### src/rtl/i2s_pkg.sv
// Shared definitions for the I2S/TDM debug receive path: sine test pattern,
// slot limits and the receive/checker state encodings.
package i2s_pkg;

    localparam int TDM_SLOTS_MAX = 32;

    typedef enum logic [1:0] {
        RX_IDLE  = 2'd0,
        RX_DELAY = 2'd1,
        RX_SHIFT = 2'd2,
        RX_DONE  = 2'd3
    } rx_state_e;

    typedef enum logic [1:0] {
        CK_UNLOCKED = 2'd0,
        CK_PRIME    = 2'd1,
        CK_LOCKED   = 2'd2
    } ck_state_e;

    // 16-entry sine pattern emitted by the debug data-out generator
    function automatic logic [31:0] sine_entry(input logic [3:0] idx);
        logic [31:0] val;
        case (idx)
            4'd0:    val = 32'h0000_0000;
            4'd1:    val = 32'h30FB_C550;
            4'd2:    val = 32'h5A82_79A0;
            4'd3:    val = 32'h7641_AF40;
            4'd4:    val = 32'h7FFF_FFFF;
            4'd5:    val = 32'h7641_AF40;
            4'd6:    val = 32'h5A82_79A0;
            4'd7:    val = 32'h30FB_C550;
            4'd8:    val = 32'h0000_0000;
            4'd9:    val = 32'hCF04_3AB0;
            4'd10:   val = 32'hA57D_8660;
            4'd11:   val = 32'h89BE_50C0;
            4'd12:   val = 32'h8000_0000;
            4'd13:   val = 32'h89BE_50C0;
            4'd14:   val = 32'hA57D_8660;
            4'd15:   val = 32'hCF04_3AB0;
            default: val = 32'h0000_0000;
        endcase
        return val;
    endfunction

endpackage

### src/rtl/i2s_tdm_deser.sv
// lrck slot-start detection, serial-to-parallel receive FSM and slot counter.
// All outputs are registered; word/slot hold until the next word_valid.
module i2s_tdm_deser
    import i2s_pkg::*;
#(
    parameter int BIT_DELAY = 0
) (
    input  logic        bclk,
    input  logic        srst,
    input  logic        lrck,
    input  logic        datai,
    input  logic [4:0]  tdm_num,
    output logic [31:0] word,
    output logic        word_valid,
    output logic [4:0]  slot,
    output logic        short_err,
    output logic        frame_last
);

    rx_state_e   rx_state_q, rx_state_d;
    logic        lrck_q, lrck_d;
    logic [31:0] shreg_q, shreg_d;
    logic [5:0]  bit_cnt_q, bit_cnt_d;
    logic [7:0]  dly_q, dly_d;
    logic [4:0]  slot_cnt_q, slot_cnt_d;
    logic [5:0]  tdm_act_q, tdm_act_d;
    logic        first_q, first_d;
    logic [31:0] word_q, word_d;
    logic        word_valid_q, word_valid_d;
    logic [4:0]  slot_q, slot_d;
    logic        short_err_q, short_err_d;
    logic        frame_last_q, frame_last_d;

    logic        slot_start_s;
    logic [5:0]  tdm_eff_s;
    logic [5:0]  slot_inc_s;

    // Next-state logic for receive FSM, slot counter and output registers
    always_comb begin
        rx_state_d   = rx_state_q;
        lrck_d       = lrck;
        shreg_d      = shreg_q;
        bit_cnt_d    = bit_cnt_q;
        dly_d        = dly_q;
        slot_cnt_d   = slot_cnt_q;
        tdm_act_d    = tdm_act_q;
        first_d      = first_q;
        word_d       = word_q;
        word_valid_d = 1'b0;
        slot_d       = slot_q;
        short_err_d  = 1'b0;
        frame_last_d = frame_last_q;

        slot_start_s = ~lrck & lrck_q;
        tdm_eff_s    = (tdm_num == 5'd0) ? 6'(TDM_SLOTS_MAX) : {1'b0, tdm_num};
        slot_inc_s   = {1'b0, slot_cnt_q} + 6'd1;

        if (slot_start_s) begin
            // SHIFT only ever holds 1..31 collected bits, so any restart here is a cut slot
            if (rx_state_q == RX_SHIFT) begin
                short_err_d = 1'b1;
            end else begin
                short_err_d = 1'b0;
            end
            // tdm_num is only adopted at a wrap so a frame never changes length midway
            if (first_q) begin
                slot_cnt_d = 5'd0;
                tdm_act_d  = tdm_eff_s;
                first_d    = 1'b0;
            end else if (slot_inc_s >= tdm_act_q) begin
                slot_cnt_d = 5'd0;
                tdm_act_d  = tdm_eff_s;
            end else begin
                slot_cnt_d = slot_inc_s[4:0];
            end
            if (BIT_DELAY == 0) begin
                rx_state_d = RX_SHIFT;
                shreg_d    = {31'd0, datai};
                bit_cnt_d  = 6'd1;
            end else begin
                rx_state_d = RX_DELAY;
                dly_d      = 8'(BIT_DELAY);
                bit_cnt_d  = 6'd0;
            end
        end else begin
            case (rx_state_q)
                RX_IDLE: begin
                    rx_state_d = RX_IDLE;
                end
                RX_DELAY: begin
                    if (dly_q <= 8'd1) begin
                        rx_state_d = RX_SHIFT;
                        shreg_d    = {31'd0, datai};
                        bit_cnt_d  = 6'd1;
                    end else begin
                        dly_d = dly_q - 8'd1;
                    end
                end
                RX_SHIFT: begin
                    shreg_d   = {shreg_q[30:0], datai};
                    bit_cnt_d = bit_cnt_q + 6'd1;
                    if (bit_cnt_q == 6'd31) begin
                        rx_state_d   = RX_DONE;
                        word_d       = {shreg_q[30:0], datai};
                        word_valid_d = 1'b1;
                        slot_d       = slot_cnt_q;
                        frame_last_d = (slot_inc_s >= tdm_act_q);
                    end else begin
                        rx_state_d = RX_SHIFT;
                    end
                end
                RX_DONE: begin
                    rx_state_d = RX_DONE;
                end
                default: begin
                    rx_state_d = RX_IDLE;
                end
            endcase
        end
    end

    // State and output registers with synchronous reset
    always_ff @(posedge bclk) begin
        if (srst) begin
            rx_state_q   <= RX_IDLE;
            lrck_q       <= 1'b1;
            shreg_q      <= 32'd0;
            bit_cnt_q    <= 6'd0;
            dly_q        <= 8'd0;
            slot_cnt_q   <= 5'd0;
            tdm_act_q    <= 6'(TDM_SLOTS_MAX);
            first_q      <= 1'b1;
            word_q       <= 32'd0;
            word_valid_q <= 1'b0;
            slot_q       <= 5'd0;
            short_err_q  <= 1'b0;
            frame_last_q <= 1'b0;
        end else begin
            rx_state_q   <= rx_state_d;
            lrck_q       <= lrck_d;
            shreg_q      <= shreg_d;
            bit_cnt_q    <= bit_cnt_d;
            dly_q        <= dly_d;
            slot_cnt_q   <= slot_cnt_d;
            tdm_act_q    <= tdm_act_d;
            first_q      <= first_d;
            word_q       <= word_d;
            word_valid_q <= word_valid_d;
            slot_q       <= slot_d;
            short_err_q  <= short_err_d;
            frame_last_q <= frame_last_d;
        end
    end

    assign word       = word_q;
    assign word_valid = word_valid_q;
    assign slot       = slot_q;
    assign short_err  = short_err_q;
    assign frame_last = frame_last_q;

endmodule

### config.mk
export PLATFORM = sky130hd
export DESIGN_NAME = i2s_tdm_deser
export DESIGN_NICKNAME = d
export VERILOG_FILES = /design/src/rtl/i2s_pkg.sv /design/src/rtl/i2s_tdm_deser.sv
export SDC_FILE = /design/constraint.sdc
export NUM_CORES = 1
export LEC_CHECK = 0
export ABC_AREA = 1
export CORE_ASPECT_RATIO = 2
export CORE_MARGIN = 3
export CORE_UTILIZATION = 55
export CTS_CLUSTER_DIAMETER = 60
export DETAILED_ROUTE_END_ITERATION = 7
export DONT_BUFFER_PORTS = 1
export PLACE_DENSITY_LB_ADDON = 0.25
export SLEW_MARGIN = 20
export SYNTH_ARGS = -nofsm -noshare
export SYNTH_HDL_FRONTEND = slang
export SYNTH_SLANG_ARGS = --single-unit
### constraint.sdc
create_clock -name bclk -period 2.3 [get_ports bclk]
set_input_delay 0.46 -clock bclk [delete_from_list [all_inputs] [get_ports bclk]]
set_output_delay 0.46 -clock bclk [all_outputs]
set_load 0.01 [all_outputs]
==> impl_metrics.ini, run 1 <==
[worst_setup_path]
cp-end-kind = flop
critPathKind = reg -> reg
path_cells = ha_1, nand3_1, xor2_1, inv_1, ha_1, nand2_1, inv_1, a21oi_2, nand3_1, buf_4, a21oi_1, nor2_1
worst_path_largest_cell_delay_ps = 380
slowest_stage = dfxtp_1
rr_worst_depth = 12
regToRegStartpoint = slot_cnt_q[1]$_SDFFE_PP0P_
critPathMaxFanout = 14
crit_path_start_kind = flop
worstReg2RegEnd = tdm_act_q[2]$_SDFFE_PP0P_
reg2reg_slack_ps = 250
cp.required_ps = 2540
critPathArrivalTime_ps = 2290

[finish]
final_common_cell = nand2_1
fillers = 666
final_nets = 544
antennaDiodeCount = 0
layout_common_cells = 121 x nand2_1, 100 x dfxtp_1, 80 x nand3_1, 80 x a21oi_1, 29 x inv_1
layoutNonFillerInstCount = 621
fin_util_pct = 62.0
post_route_cells_drive_above_1_share_pct = 11.2
area_growth_pct = 7.78

[clock_network]
clock-sinks = 100
cts_buffer_depth = 2
post_cts_buffers = 0
htreeDepth = 3
tritoncts = done
numCtsBuffers = 9
clock_latency_ps = 340
cts.hold.buffers_added = 0
cts_root_buf = clkbuf_16
clk_pin_slew_ps = 60
ctsResizeCount = 0

[die]
die_w_um = 68.1
die_height_um = 130
dieArea_um2 = 8870
row_count = 44
start_util_pct = 57.5
coreArea_um2 = 7380
ios = 49

[timing]
rsz0062_at_grt = no
post-route-period-util_pct = 89.3
fin_skew_ps = 6.10
tns_ps = 0
fmax_mhz = 487
finalHoldViolations = 0
tightestPinTransition_ps = 574
final.min_clock_period_ps = 2050
maxSlewViolCount = 0
setup_viol_count_final = 0
slew_headroom_pct = 61.7

[pwr]
switching_share_pct = 21.0
pwr-share-comb_pct = 4.3
power.share.clock_pct = 45.4
cellLeakagePower_nw = 1.62
seqPwrFrac_pct = 50.3
peakVddDrop_v = 0.000485
intPower_mw = 2.77
p_sw_uw = 734
powerDensity_nw_per_um2 = 765

[synth]
yosysUniqueCellTypes = 33
ys_warn_count = 0
seq_area_frac_synth_pct = 47.2
synth_top_family_by_area = simple AND/OR/NAND/NOR gates
synth_xor_area_share_pct = 1.65
synth-compound-area-share_pct = 13.5
syn_area_um2 = 4240
synth_nets = 559
synth-simple-area-share_pct = 27.1
synthCells = 540
synthAdderAreaFrac_pct = 2.95
yosysTopAreaCell = dfxtp_1
synth_top_area_share_pct = 47.2
muxShareOfSynthArea_pct = 0
postSynthAreaPerCell_um2 = 7.86
synthTopCellsByArea = dfxtp_1 47%, nand2_1 11%, a21oi_1 9.4%, nand3_1 9.4%, ha_1 2.9%
yosys_register_bits = 100

[global_route]
grt_overflow_total = 0
grt_max_degree = 53
grt_pass1_vias = 3268
grt_pass1_wl_um = 14500
grt_usage_pct = 21.4
antenna_found_initial = 0

[flow_run]
max-cap-violations = 0

[drt]
drtAntennaViolNets = 0
wl_per_cell_um = 14.0
dr_wl_met2_um = 4540
drtIter0Drc = 225
via_per_inst = 5.62
met3_length_um = 443
drc = 0
dr.max_layer_used = met4
dr.pass1.iters = 4
num_vias = 3493
wirelength_um = 8660
met1_length_um = 3520

[placed_design]
placed_cells = 606
hpwl_um = 5760
io_buffers = 0
gp_congestion = 0.801

[worst_hold_path]
hold_depth = 1
holdCritPathClass = in -> reg
min_from = srst
holdPathEnd = word[28]$_SDFFE_PP0P_

[status]
status = completed
[power groups by stage]
stage | logic [mW] | clock network [mW] | registers [mW]
detailed placement | 0.152 | 0 | 1.80
floorplan | 0.136 | 0 | 1.80
CTS | 0.152 | 1.62 | 1.76
global route | 0.176 | 1.68 | 1.76
global placement | 0.148 | 0 | 1.80
finish | 0.150 | 1.59 | 1.76
[kinds of logic after synthesis]
group,Yosys count
buf+inv,70
xor+xnor,8
simple gates,247
flops,100
fa+ha+maj,10
compound gates,105
[state kept, by name, indices dropped and copies added, names as in the netlist]
signal and flops:
bit_cnt_q 6, word 32, short_err 1, slot 5, frame_last 1, dly_q 8
rx_state_q 2, word_valid 1, shreg_q 31, lrck_q 1, tdm_act_q 6, first_q 1
slot_cnt_q 5
[worst max path at each step]
stage / start / end / slack [ps] / depth (start not counted)
2_1_floorplan: slot_cnt_q[0]$_SDFFE_PP0P_ / tdm_act_q[0]$_SDFFE_PP0P_ / 270 / 12
3_3_place_gp: slot_cnt_q[1]$_SDFFE_PP0P_ / tdm_act_q[3]$_SDFFE_PP0P_ / 320 / 12
3_5_place_dp: slot_cnt_q[1]$_SDFFE_PP0P_ / tdm_act_q[2]$_SDFFE_PP0P_ / 240 / 12
4_1_cts: slot_cnt_q[1]$_SDFFE_PP0P_ / tdm_act_q[2]$_SDFFE_PP0P_ / 240 / 12
5_1_grt: slot_cnt_q[1]$_SDFFE_PP0P_ / tdm_act_q[3]$_SDFFE_PP0P_ / 40 / 12
6_report: slot_cnt_q[1]$_SDFFE_PP0P_ / tdm_act_q[2]$_SDFFE_PP0P_ / 250 / 12
[area by class of cell]
cell class | instances | area [um^2] | share of cell area (%)
clock inverters | 4 | 73.8 | 1.61
inverters | 36 | 138 | 3.01
multi-input cells | 370 | 1920 | 41.9
clock buffers | 11 | 243 | 5.31
well taps | 92 | 115 | 2.52
repair buffers | 8 | 85.1 | 1.86
flip-flops and latches | 100 | 2000 | 43.8
[through the flow]
stage	hold slack, ps	cell area (um^2)	setup slack [ps]	power [mW]
final	173	4570	245	3.50
after global routing	161	4570	42.6	3.62
after global placement	446	4260	316	1.95
after CTS	165	4570	237	3.53
after detailed placement	456	4260	244	1.95
after floorplan	429	4240	271	1.93
[critical path, delay by kind of cell (launching register included)]
family | cells | cell delay (ps)
adders and majority gates | 2 | 460
and+or+nand+nor | 4 | 320
DFF | 1 | 380
AOI/OAI and AO/OA | 2 | 300
buffers and inverters | 3 | 290
xor gates and xnor gates | 1 | 180
[metal layers]
metal	global-route usage, %	vias up
met5	0	-
met4	12.4	0
met3	4.65	12
met2	36.0	70
met1	23.9	1659
li1	-	1752
[synth_stat cells (all sizes together)]
library cell and instances:
nand2 125, dfxtp 100, a21oi 91, nand3 90, inv 34, nor2 24
buf 19, clkbuf 15, o21ai 11, ha 10, xor2 5, nor3 3
xnor2 3, clkinv 2, nand4 2, a21o 1, nand3b 1, nor3b 1
o22ai 1, o311ai 1, or2 1
Note: power is estimated with default switching activity, not from simulation.
==> inputs of run 2 (changes only) <==
CORE_UTILIZATION = 63   (was 55)
==> run 2 against run 1 <==
Against the previous run: critical path type unchanged; critical path depth did not move; die area fell by 12%; clock skew barely moved; largest cell class unchanged; critical endpoint is now tdm_act_q[3]$_SDFFE_PP0P_.
==> impl_metrics.ini, run 2 (synthesized netlist as in run 1, its figures left out) <==
[status]
status = completed

[timing]
slew_headroom_pct = 70.4
tns_ps = 0
final.min_clock_period_ps = 2120
fmax_mhz = 472
hold_ws_ps = 168
finalHoldViolations = 0
setup_viol_count_final = 0
tightestPinTransition_ps = 444
maxSlewViolCount = 0
post-route-period-util_pct = 92.0
setup_ws_ps = 183
rsz0062_at_grt = no
fin_skew_ps = 6.35

[worst_setup_path]
worst-path-buf-inv = 3
path_cells = ha_1, nand3_1, xor2_1, inv_1, ha_1, nand2_1, inv_1, a21oi_2, nand3_1, buf_4, a21oi_1, nor2_1
critPathKind = reg -> reg
critPathArrivalTime_ps = 2360
cp-end-kind = flop
crit_path_start_kind = flop
worst_path_largest_cell_delay_ps = 320
cp.required_ps = 2540
critPathMaxFanout = 12
critical-path-top-delay-family = adder cells
slowest_stage = dfxtp_1

[flow_run]
max-cap-violations = 0

[placed_design]
dp_slack_ps = 221
gp_congestion = 0.912
hpwl_um = 5800
placed_cells = 603
placed_cell_area_um2 = 4260
io_buffers = 0

[drt]
dr.pass1.iters = 5
num_vias = 3502
drc = 0
via_per_inst = 5.65
wirelength_um = 8900
drtAntennaViolNets = 0
drtIter0Drc = 317
wl_per_cell_um = 14.4

[finish]
fin_util_pct = 71.2
largest_reg_flops = 32
final_common_cell = nand2_1
multi_input_area_um2 = 1920
fillers = 503
antennaDiodeCount = 0
final_cell_area_um2 = 4570
area_growth_pct = 7.61
post_route_cells_drive_above_1_share_pct = 12.0
register_area_um2 = 2000
layout_common_cells = 121 x nand2_1, 99 x dfxtp_1, 80 x nand3_1, 80 x a21oi_1, 29 x inv_1
layoutNonFillerInstCount = 620
final_nets = 549

[die]
die_height_um = 122
start_util_pct = 66.2
die_w_um = 64.0
dieArea_um2 = 7820
row_count = 41
ios = 49
coreArea_um2 = 6410

[pwr]
fin_total_pwr_mw = 3.37
powerDensity_nw_per_um2 = 739
peakVddDrop_v = 0.000740
cellLeakagePower_nw = 1.62

[clock_network]
clock_latency_ps = 350
cts.hold.buffers_added = 0
numCtsBuffers = 9
htreeDepth = 3
tritoncts = done
clk_pin_slew_ps = 60
clock-sinks = 100
cts_buffer_depth = 2
cts_root_buf = clkbuf_16

[worst_hold_path]
holdCritPathClass = in -> reg

[global_route]
grt_overflow_total = 0
grt_pass1_wl_um = 15000
grt_usage_pct = 24.6
antenna_found_initial = 0
grt_max_degree = 53
grt_pass1_vias = 3325
-- run 2: power by group --
part	total, mW	switching [mW]	internal (mW)
sequential	1.76	0.0129	1.75
combinational	0.155	0.112	0.0433
clock	1.46	0.591	0.865
total	3.37	0.715	2.66
-- run 2: repair_timing --
action | in CTS | in global routing
setup buffers | 0 | 2
endpoints found under the setup margin | 0 | 5
gates resized for setup | 0 | 2
-- run 2: path summary, 6_finish.rpt --
kind,start,to,slack [ps],cells after the start
worst min-delay path,srst,word[20]$_SDFFE_PP0P_,170,1
worst max register to register,slot_cnt_q[0]$_SDFFE_PP0P_,tdm_act_q[3]$_SDFFE_PP0P_,180,12
worst max-delay path,slot_cnt_q[0]$_SDFFE_PP0P_,tdm_act_q[3]$_SDFFE_PP0P_,180,12
worst min register to register,tdm_act_q[5]$_SDFFE_PP1P_,tdm_act_q[5]$_SDFFE_PP1P_,460,2
-- run 2: per-layer routing --
metal | part of all wire, % | GRT usage (%) | routed length [um] | vias to the layer above
li1 | - | - | - | 1766
met1 | 38 | 25.7 | 3410 | 1649
met2 | 55 | 45.6 | 4920 | 72
met3 | 3.7 | 3.97 | 326 | 15
met4 | 2.7 | 13.4 | 242 | 0
met5 | 0 | 0 | 0 | -
-- run 2: area by class of cell --
| type | count | area share (%) |
|---|---|---|
| Sequential cell | 100 | 43.9 |
| Clock buffer | 13 | 5.48 |
| Timing Repair Buffer | 13 | 2.41 |
| Multi-Input combinational cell | 370 | 42.1 |
| Clock inverter | 2 | 0.767 |
| Inverter | 36 | 3.01 |
| Tap cell | 86 | 2.36 |
-- run 2: worst register-to-register path, stage by stage (launching register included) --
cell and delay (ps):
dfxtp_1 320, ha_1 220, nand3_1 100, xor2_1 200
inv_1 90, ha_1 280, nand2_1 90, inv_1 50
a21oi_2 170, nand3_1 130, buf_4 190, a21oi_1 130
nor2_1 60
